===== config.mk =====
export PLATFORM = sky130hd
export DESIGN_NAME = pal_cfg_loader
export DESIGN_NICKNAME = d
export VERILOG_FILES = /design/src/rtl/pal_cfg_loader.sv
export SDC_FILE = /design/constraint.sdc
export NUM_CORES = 1
export LEC_CHECK = 0
export ABC_AREA = 1
export CORE_UTILIZATION = 40
export CTS_CLUSTER_DIAMETER = 120
export DETAILED_ROUTE_END_ITERATION = 10
export GPL_ROUTABILITY_DRIVEN = 0
export PLACE_DENSITY = 0.62
export SYNTH_ARGS = -nofsm -noshare
export SYNTH_HDL_FRONTEND = slang
export SYNTH_SLANG_ARGS = --single-unit

===== constraint.sdc =====
create_clock -name CLK -period 1.7 [get_ports CLK]
set_clock_uncertainty 0.05 [all_clocks]
set_input_delay 0.34 -clock CLK [delete_from_list [all_inputs] [get_ports CLK]]
set_output_delay 0.34 -clock CLK [all_outputs]
set_load 0.005 [all_outputs]

===== src/rtl/pal_cfg_loader.sv =====
// Serializes a byte-stream configuration image MSB-first onto the PAL config chain.
// Define PAL_CFG_CRC_EN to build the CRC-8 over the shifted bits; otherwise CRC_OUT is 0.
module pal_cfg_loader #(
   parameter int SR_LEN  = 27,
   parameter int CLK_DIV = 2
) (
   input  logic       CLK,
   input  logic       RST_N,
   input  logic       START,
   input  logic [7:0] IN_DATA,
   input  logic       IN_VALID,
   output logic       IN_READY,
   output logic       CFG,
   output logic       CFG_CLK,
   output logic       BUSY,
   output logic       DONE,
   output logic [7:0] CRC_OUT
);
   localparam int NB = (SR_LEN + 7) / 8;
   localparam int BW = $clog2(SR_LEN + 1);
   localparam int AW = $clog2(NB + 1);
   localparam int PW = $clog2(CLK_DIV);
   localparam int HI = CLK_DIV / 2;

   typedef enum logic [1:0] {IDLE, LOAD, FIN} state_t;

   state_t        state;
   logic [BW-1:0] bit_cnt;
   logic [AW-1:0] acc_cnt;
   logic [PW-1:0] ph;
   logic          running;
   logic [7:0]    act;
   logic [3:0]    act_cnt;
   logic [7:0]    hold;
   logic          hold_full;

   logic          accept;
   logic          slot_end;
   logic          last_slot;
   logic          slot_start;
   logic          pop;
   logic          pop_bit;
   logic [AW-1:0] acc_cnt_nx;
   logic [7:0]    act_nx;
   logic [3:0]    act_cnt_nx;
   logic [7:0]    hold_nx;
   logic          hold_full_nx;

   // Buffer update order: take incoming byte, pop a bit at slot start, then refill
   // the active byte from the holding register so a byte boundary costs no slot.
   always_comb begin
      accept       = IN_VALID & IN_READY;
      slot_end     = running && (ph == PW'(CLK_DIV - 1));
      last_slot    = slot_end && (bit_cnt == BW'(SR_LEN - 1));
      slot_start   = (state == LOAD) && (!running || slot_end) && !last_slot;
      acc_cnt_nx   = (accept && (acc_cnt != AW'(NB))) ? acc_cnt + AW'(1) : acc_cnt;
      act_nx       = act;
      act_cnt_nx   = act_cnt;
      hold_nx      = hold;
      hold_full_nx = hold_full;
      if (accept) begin
         if (act_cnt == 4'd0) begin
            act_nx     = IN_DATA;
            act_cnt_nx = 4'd8;
         end else begin
            hold_nx      = IN_DATA;
            hold_full_nx = 1'b1;
         end
      end
      pop     = slot_start && (act_cnt_nx != 4'd0);
      pop_bit = act_nx[7];
      if (pop) begin
         act_nx     = {act_nx[6:0], 1'b0};
         act_cnt_nx = act_cnt_nx - 4'd1;
      end
      if ((act_cnt_nx == 4'd0) && hold_full_nx) begin
         act_nx       = hold_nx;
         act_cnt_nx   = 4'd8;
         hold_full_nx = 1'b0;
      end
   end

   always_ff @(posedge CLK or negedge RST_N) begin
      if (!RST_N) begin
         state     <= IDLE;
         bit_cnt   <= '0;
         acc_cnt   <= '0;
         ph        <= '0;
         running   <= 1'b0;
         act       <= '0;
         act_cnt   <= '0;
         hold      <= '0;
         hold_full <= 1'b0;
         IN_READY  <= 1'b0;
         CFG       <= 1'b0;
         CFG_CLK   <= 1'b0;
         BUSY      <= 1'b0;
         DONE      <= 1'b0;
      end else begin
         case (state)
            IDLE: begin
               DONE     <= 1'b0;
               CFG      <= 1'b0;
               CFG_CLK  <= 1'b0;
               IN_READY <= 1'b0;
               if (START) begin
                  state     <= LOAD;
                  BUSY      <= 1'b1;
                  IN_READY  <= 1'b1;
                  bit_cnt   <= '0;
                  acc_cnt   <= '0;
                  ph        <= '0;
                  running   <= 1'b0;
                  act_cnt   <= '0;
                  hold_full <= 1'b0;
               end
            end
            LOAD: begin
               acc_cnt   <= acc_cnt_nx;
               act       <= act_nx;
               act_cnt   <= act_cnt_nx;
               hold      <= hold_nx;
               hold_full <= hold_full_nx;
               if (slot_end) bit_cnt <= bit_cnt + BW'(1);
               if (last_slot) begin
                  state    <= FIN;
                  BUSY     <= 1'b0;
                  DONE     <= 1'b1;
                  IN_READY <= 1'b0;
                  CFG_CLK  <= 1'b0;
                  running  <= 1'b0;
               end else begin
                  IN_READY <= !hold_full_nx && (acc_cnt_nx != AW'(NB));
                  if (running && !slot_end) begin
                     ph      <= ph + PW'(1);
                     CFG_CLK <= ((int'(ph) + 1) >= (CLK_DIV - HI));
                  end else if (pop) begin
                     running <= 1'b1;
                     ph      <= '0;
                     CFG     <= pop_bit;
                     CFG_CLK <= 1'b0;
                  end else begin
                     // Starved: hold CFG, no strobe, slot does not advance.
                     running <= 1'b0;
                     CFG_CLK <= 1'b0;
                  end
               end
            end
            FIN: begin
               DONE  <= 1'b0;
               state <= IDLE;
            end
            default: state <= IDLE;
         endcase
      end
   end

`ifdef PAL_CFG_CRC_EN
   logic [7:0] crc;
   logic [7:0] crc_nx;

   // CRC-8 poly 0x07, fed the bit that was on CFG during the slot just completed.
   always_comb crc_nx = {crc[6:0], 1'b0} ^ (((crc[7] ^ CFG) != 1'b0) ? 8'h07 : 8'h00);

   always_ff @(posedge CLK or negedge RST_N) begin
      if (!RST_N) begin
         crc     <= 8'h00;
         CRC_OUT <= 8'h00;
      end else if ((state == IDLE) && START) begin
         crc     <= 8'h00;
         CRC_OUT <= 8'h00;
      end else if (slot_end) begin
         crc <= crc_nx;
         if (last_slot) CRC_OUT <= crc_nx;
      end
   end
`else
   assign CRC_OUT = 8'h00;
`endif

endmodule


==> results of run 1 <==
cells in the mapped netlist, drive strengths merged, types with 3 or more instances:
library cell and number:
nand2 109, dfrtp 38, inv 32, o21ai 25, nand3 21, nor2 19, buf 15, a21oi 10
nand4 8, ha 6, o22ai 5, clkbuf 3, mux2i 3
timing repair:
item,in CTS,in global routing
hold buffers,1,0
gates cloned,2,0
pin swaps,21,19
gates resized for setup,14,33
buffers inserted,9,2
endpoints found under the setup margin,12,21
endpoints found under the hold margin,15,0
cell type report:
class	instances	share of cell area
Clock buffer	5	0.02153
Clock inverter	2	0.003131
Inverter	33	0.04110
Multi-Input combinational cell	225	0.4321
Sequential cell	38	0.2975
Tap cell	72	0.02818
Timing Repair Buffer	62	0.1765
sequential cells by signal, indices dropped and copies added (netlist names), 2 cells and up:
| signal | flops |
|---|---|
| state | 2 |
| acc_cnt | 3 |
| act_cnt | 4 |
| hold | 8 |
| bit_cnt | 5 |
| act | 8 |
metrics by stage:
step,TNS [ps],power (mW)
6_report,-2332,6.615
5_1_grt,-3682,7.159
4_1_cts,-1606,6.114
3_5_place_dp,-5332,4.990
3_3_place_gp,-5206,4.932
2_1_floorplan,-892.0,3.955
critical path: stages (launching register included):
cell,delay [ps]
dfrtp_1,380
inv_2,60
ha_4,150
nand2_2,60
inv_2,30
nand3_2,70
nand2_2,80
inv_4,90
buf_6,90
nand3b_1,90
nand2_2,120
nand2_4,90
nor2_8,180
nand3_4,130
nand2_1,90
nand3_1,80
nand2_1,70
layer usage:
layer,global-route usage,up-vias,routed length [um]
met2,0.3104,45,2599
met3,0.04023,10,229
met4,0.07407,0,91
li1,-,1087,-
met5,0,-,0
met1,0.2632,1006,2684
logic make-up (layout without fill, tap and decap cells):
group	Yosys count	in the layout	share of synthesized area
other	1	8	0.001593
flip-flops	38	38	0.4040
multiplexers	3	3	0.01276
AO/OA/AOI/OAI	43	43	0.1021
AND/OR/NAND/NOR	161	163	0.3333
adder cells (fa/ha/maj)	6	6	0.03190
XOR/XNOR	2	2	0.007444
buffers and inverters	51	102	0.1069
report_power, final:
part           internal, mW  switching, mW  leakage [nW]
Sequential             1.36          0.266         0.448
Clock                 0.275          0.321        0.0438
Combinational          1.96           2.43          1.08
Total                  3.60           3.02          1.57
worst paths after layout:
kind	slack, ps	endpoint	startpoint
worst max-delay path	-270	act[0]	bit_cnt[0]
worst min-delay path	430	act[6]	act[6]
worst max register to register	-270	act[0]	bit_cnt[0]
worst min register to register	430	act[6]	act[6]
max in group asynchronous	670	hold[7]	RST_N
min in group asynchronous	460	bit_cnt[0]	RST_N
==> flow_metrics.env, run 1 <==
export IMPL_outcome="complete, but fails checks"
export IMPL_failed_checks="setup timing"
export IMPL_hold_violations=0
export IMPL_vias_per_cell=4.915
export IMPL_insertion_delay_ps=290
export IMPL_drc=0
export IMPL_pwr_density_cell_nw_per_um2=2069
export IMPL_dpl_instance_area_um2=2798
export IMPL_worstPathMaxFanout=6
export IMPL_hold_depth=2
export IMPL_grt_overflow=0
export IMPL_numCtsBuffers=5
export IMPL_grt_setup_unrepaired="true"
export IMPL_nFillCells=514
export IMPL_start_kind="flop"
export IMPL_placedCellCount=416
export IMPL_fin_ws_ps=-270.8
export IMPL_rows=27
export IMPL_ys_warn_count=0
export IMPL_diodes=0
export IMPL_seq_area_frac_synth=0.4040
export IMPL_fin_area_um2=3197
export IMPL_yosysTopAreaCell="dfrtp_1"
export IMPL_synth_edf_count=0
export IMPL_area_growth_pct=35.83
export IMPL_grt_antenna_before_repair=0
export IMPL_initialDrtViolationCount=86
export IMPL_cts_tree="yes"
export IMPL_synth_area_um2=2354
export IMPL_io_pins=25
export IMPL_stdcell_count=437
export IMPL_register_area_um2=950.9
export IMPL_peakVddDrop_mv=1.177
export IMPL_ys_top_cells_by_area="dfrtp_1 (40%), nand2_1 (15%), o21ai_0 (4.9%)"
export IMPL_hold_path_class="flop to flop"
export IMPL_drtAntennaViolNets=0
export IMPL_drv_slew=0
export IMPL_cts_htree_levels=2
export IMPL_ys_dominant_reg_cell="dfrtp_1"
export IMPL_num_vias=2148
export IMPL_wire_per_inst_um=12.82
export IMPL_final_cell_mix="nand2_1 (84), dfrtp_1 (38), buf_4 (38)"
export IMPL_fp_coreArea_um2=5574
export IMPL_drt_wl_total_um=5604
export IMPL_synth_seq_cells=38
export IMPL_root_buffer="clkbuf_8"
export IMPL_initial_core_util=0.4222
export IMPL_synth_async_sr_flop_share=1.000
export IMPL_grt_pass1_vias=2031
export IMPL_required_ps=1880
export IMPL_io_buffers=16
export IMPL_fmax_ghz=0.5074
export IMPL_final_util=0.5735
export IMPL_syn_area_per_cell_um2=7.716
export IMPL_synth_top_area_share=0.4040
export IMPL_grt_max_degree=24
export IMPL_dpl_worst_slack_ps=-436.7
export IMPL_die_area_um2=6194
export IMPL_ys_types=34
export IMPL_multi_input_area_um2=1381
export IMPL_finalSetupViolCount=12
export IMPL_synthCells=305
export IMPL_grt_pass1_wl_um=9370
export IMPL_track_usage=0.1961
export IMPL_path_class="flop to flop"
export IMPL_maxCapViolCount=0
export IMPL_period_share=1.159
export IMPL_die_w_um=78.71
export IMPL_cts_buffer_depth=2
export IMPL_dpl_hpwl_um=3716
export IMPL_r2r_cells=16
export IMPL_drive_above_1_share=0.3123
export IMPL_die_h_um=78.71
export IMPL_p_leak_nw=1.570
export IMPL_final_common_cell="nand2_1"
export IMPL_dr_pass1_iters=5
export IMPL_clk_pin_slew_ps=70
export IMPL_cts_sinks=38
export IMPL_cp_arrival_ps=2150
export IMPL_crit_path_end_kind="flop"
export IMPL_finalWorstPathRequiredPeriod_ps=1971
export IMPL_hold_slack_ps=426.2
export IMPL_nets=383
Power figures use the tool's default switching activity.
==> run 2: changes to the inputs <==
CORE_UTILIZATION = 48   (was 40)
PLACE_DENSITY = 0.72   (was 0.62)
==> run 2 against run 1 <==
The flow still finishes with violations (setup timing). Total power grew 0.92%. Final cell count shrank 1.1%. Critical path depth shrank 2. Design area shrank 1.2%. Clock power grew 9.6%. Worst hold slack lost 9.8 ps. Register-to-register slack gained 40 ps. Critical path type unchanged. Critical endpoint is now act[5]. Largest cell class unchanged. Largest power group unchanged.
==> flow_metrics.env, run 2 (synthesis results as in run 1) <==
export IMPL_outcome="complete, but fails checks"
export IMPL_failed_checks="setup timing"
export IMPL_drt_wl_total_um=5718
export IMPL_drv_slew=0
export IMPL_required_ps=1890
export IMPL_drc=0
export IMPL_io_buffers=16
export IMPL_cts_sinks=38
export IMPL_hold_path_class="flop to flop"
export IMPL_share_comb_of_total_power=0.658
export IMPL_fin_ws_ps=-228.7
export IMPL_dpl_worst_slack_ps=-424.4
export IMPL_dr_pass1_iters=4
export IMPL_diodes=0
export IMPL_cts_buffer_depth=2
export IMPL_grt_max_degree=39
export IMPL_fin_tns_setup_ps=-2089
export IMPL_io_pins=25
export IMPL_hold_violations=0
export IMPL_peakVddDrop_mv=1.012
export IMPL_initial_core_util=0.4983
export IMPL_cts_tree="yes"
export IMPL_netSwitchingFraction=0.4587
export IMPL_seq_power_share=0.244
export IMPL_wire_per_inst_um=13.24
export IMPL_fp_coreArea_um2=4723
export IMPL_die_area_um2=5187
export IMPL_final_cell_mix="nand2_1 (88), buf_4 (40), dfrtp_1 (38)"
export IMPL_grt_setup_unrepaired="true"
export IMPL_drtAntennaViolNets=0
export IMPL_path_class="flop to flop"
export IMPL_power_internal_mw=3.614
export IMPL_root_buffer="clkbuf_8"
export IMPL_finalSetupViolCount=15
export IMPL_path_cells="inv_2, ha_4, inv_4, nor2_4, nand3_4, nand2_8, nand2_4, nand2_4, nand2_4, nor2_8, nand3_4, nand2_2, nand3_1, nand2_1"
export IMPL_track_usage=0.2376
export IMPL_p_leak_nw=1.579
export IMPL_start_kind="flop"
export IMPL_drive_above_1_share=0.2795
export IMPL_clk_pin_slew_ps=70
export IMPL_clkPwrFrac=0.098
export IMPL_multi_input_area_um2=1355
export IMPL_finalWorstPathRequiredPeriod_ps=1929
export IMPL_cts_htree_levels=2
export IMPL_final_util=0.6686
export IMPL_period_share=1.135
export IMPL_crit_slowest_cell="dfrtp_1"
export IMPL_numCtsBuffers=5
export IMPL_cpMostUsedCell="nand2_4"
export IMPL_num_vias=2204
export IMPL_maxCapViolCount=0
export IMPL_final_common_cell="nand2_1"
export IMPL_grt_pass1_wl_um=9439
export IMPL_vias_per_cell=5.102
export IMPL_grt_antenna_before_repair=0
export IMPL_dpl_hpwl_um=3832
export IMPL_cpPeakStageDelay_ps=400
export IMPL_grt_overflow=0
export IMPL_insertion_delay_ps=300
export IMPL_top_regs="act (8), hold (8), bit_cnt (5)"
export IMPL_rows=25
export IMPL_hold_slack_ps=416.4
export IMPL_grt_pass1_vias=2014
export IMPL_nFillCells=367
export IMPL_register_area_um2=950.9
export IMPL_fmax_ghz=0.5185
export IMPL_power_switching_mw=3.062
export IMPL_nets=382
export IMPL_initialDrtViolationCount=170
export IMPL_area_growth_pct=34.18
export IMPL_worstPathMaxFanout=6
export IMPL_cp_arrival_ps=2120
export IMPL_crit_path_end_kind="flop"
export IMPL_pwr_density_cell_nw_per_um2=2114
export IMPL_die_h_um=72.02
export IMPL_die_w_um=72.02
==> run 2: final cells by class <==
class | count | area share
tap | 67 | 0.02655
clock inverter | 1 | 0.001585
sequential | 38 | 0.3011
clock buffer | 7 | 0.02734
inverter | 33 | 0.04160
timing repair buffer | 61 | 0.1727
multi-input combinational | 225 | 0.4291
==> run 2: critical path, delay by kind of cell, from the launching register on <==
kind          cells  cell delay, ps
fa+ha+maj         1             150
simple gates     11            1100
buf+inv           2             150
flops             1             400
==> run 2: power by group through the flow <==
stage	logic [mW]	clock network, mW	registers [mW]
final	4.39	0.653	1.63
after global routing	4.85	0.711	1.68
after CTS	3.97	0.662	1.62
after detailed placement	3.48	0	1.62
after global placement	3.37	0	1.60
after floorplan	2.36	0	1.60
==> run 2: what timing repair did <==
item,in CTS,in global routing
endpoints found under the setup margin,12,19
pin swaps,14,16
gates resized for setup,12,23
cloned,2,0
hold buffers,1,0
setup buffers,6,2
endpoints found under the hold margin,38,0
==> run 2: through the flow <==
step / instances / total power [mW] / cell area [um^2]
final: 432 / 6.676 / 3158
after global routing: 432 / 7.237 / 3158
after CTS: 430 / 6.244 / 3035
after detailed placement: 413 / 5.101 / 2806
after global placement: 413 / 4.967 / 2806
after floorplan: 312 / 3.955 / 2385
==> run 2: routing by layer <==
| metal | up-vias | wire, um | global-route usage |
|---|---|---|---|
| li1 | 1090 | - | - |
| met1 | 1048 | 2593 | 0.3160 |
| met2 | 56 | 2798 | 0.3941 |
| met3 | 10 | 241 | 0.04861 |
| met4 | 0 | 85 | 0.06972 |
| met5 | - | 0 | 0 |
==> run 2: path summary, 6_finish.rpt <==
path | endpoint | slack, ps | startpoint | depth (start not counted)
worst max-delay path | act[5] | -230 | act_cnt[1] | 14
worst min-delay path | bit_cnt[4] | 420 | bit_cnt[4] | 1
worst max register to register | act[5] | -230 | act_cnt[1] | 14
worst min register to register | bit_cnt[4] | 420 | bit_cnt[4] | 1
max in group asynchronous | BUSY | 910 | RST_N | 3
min in group asynchronous | act_cnt[0] | 490 | RST_N | 3
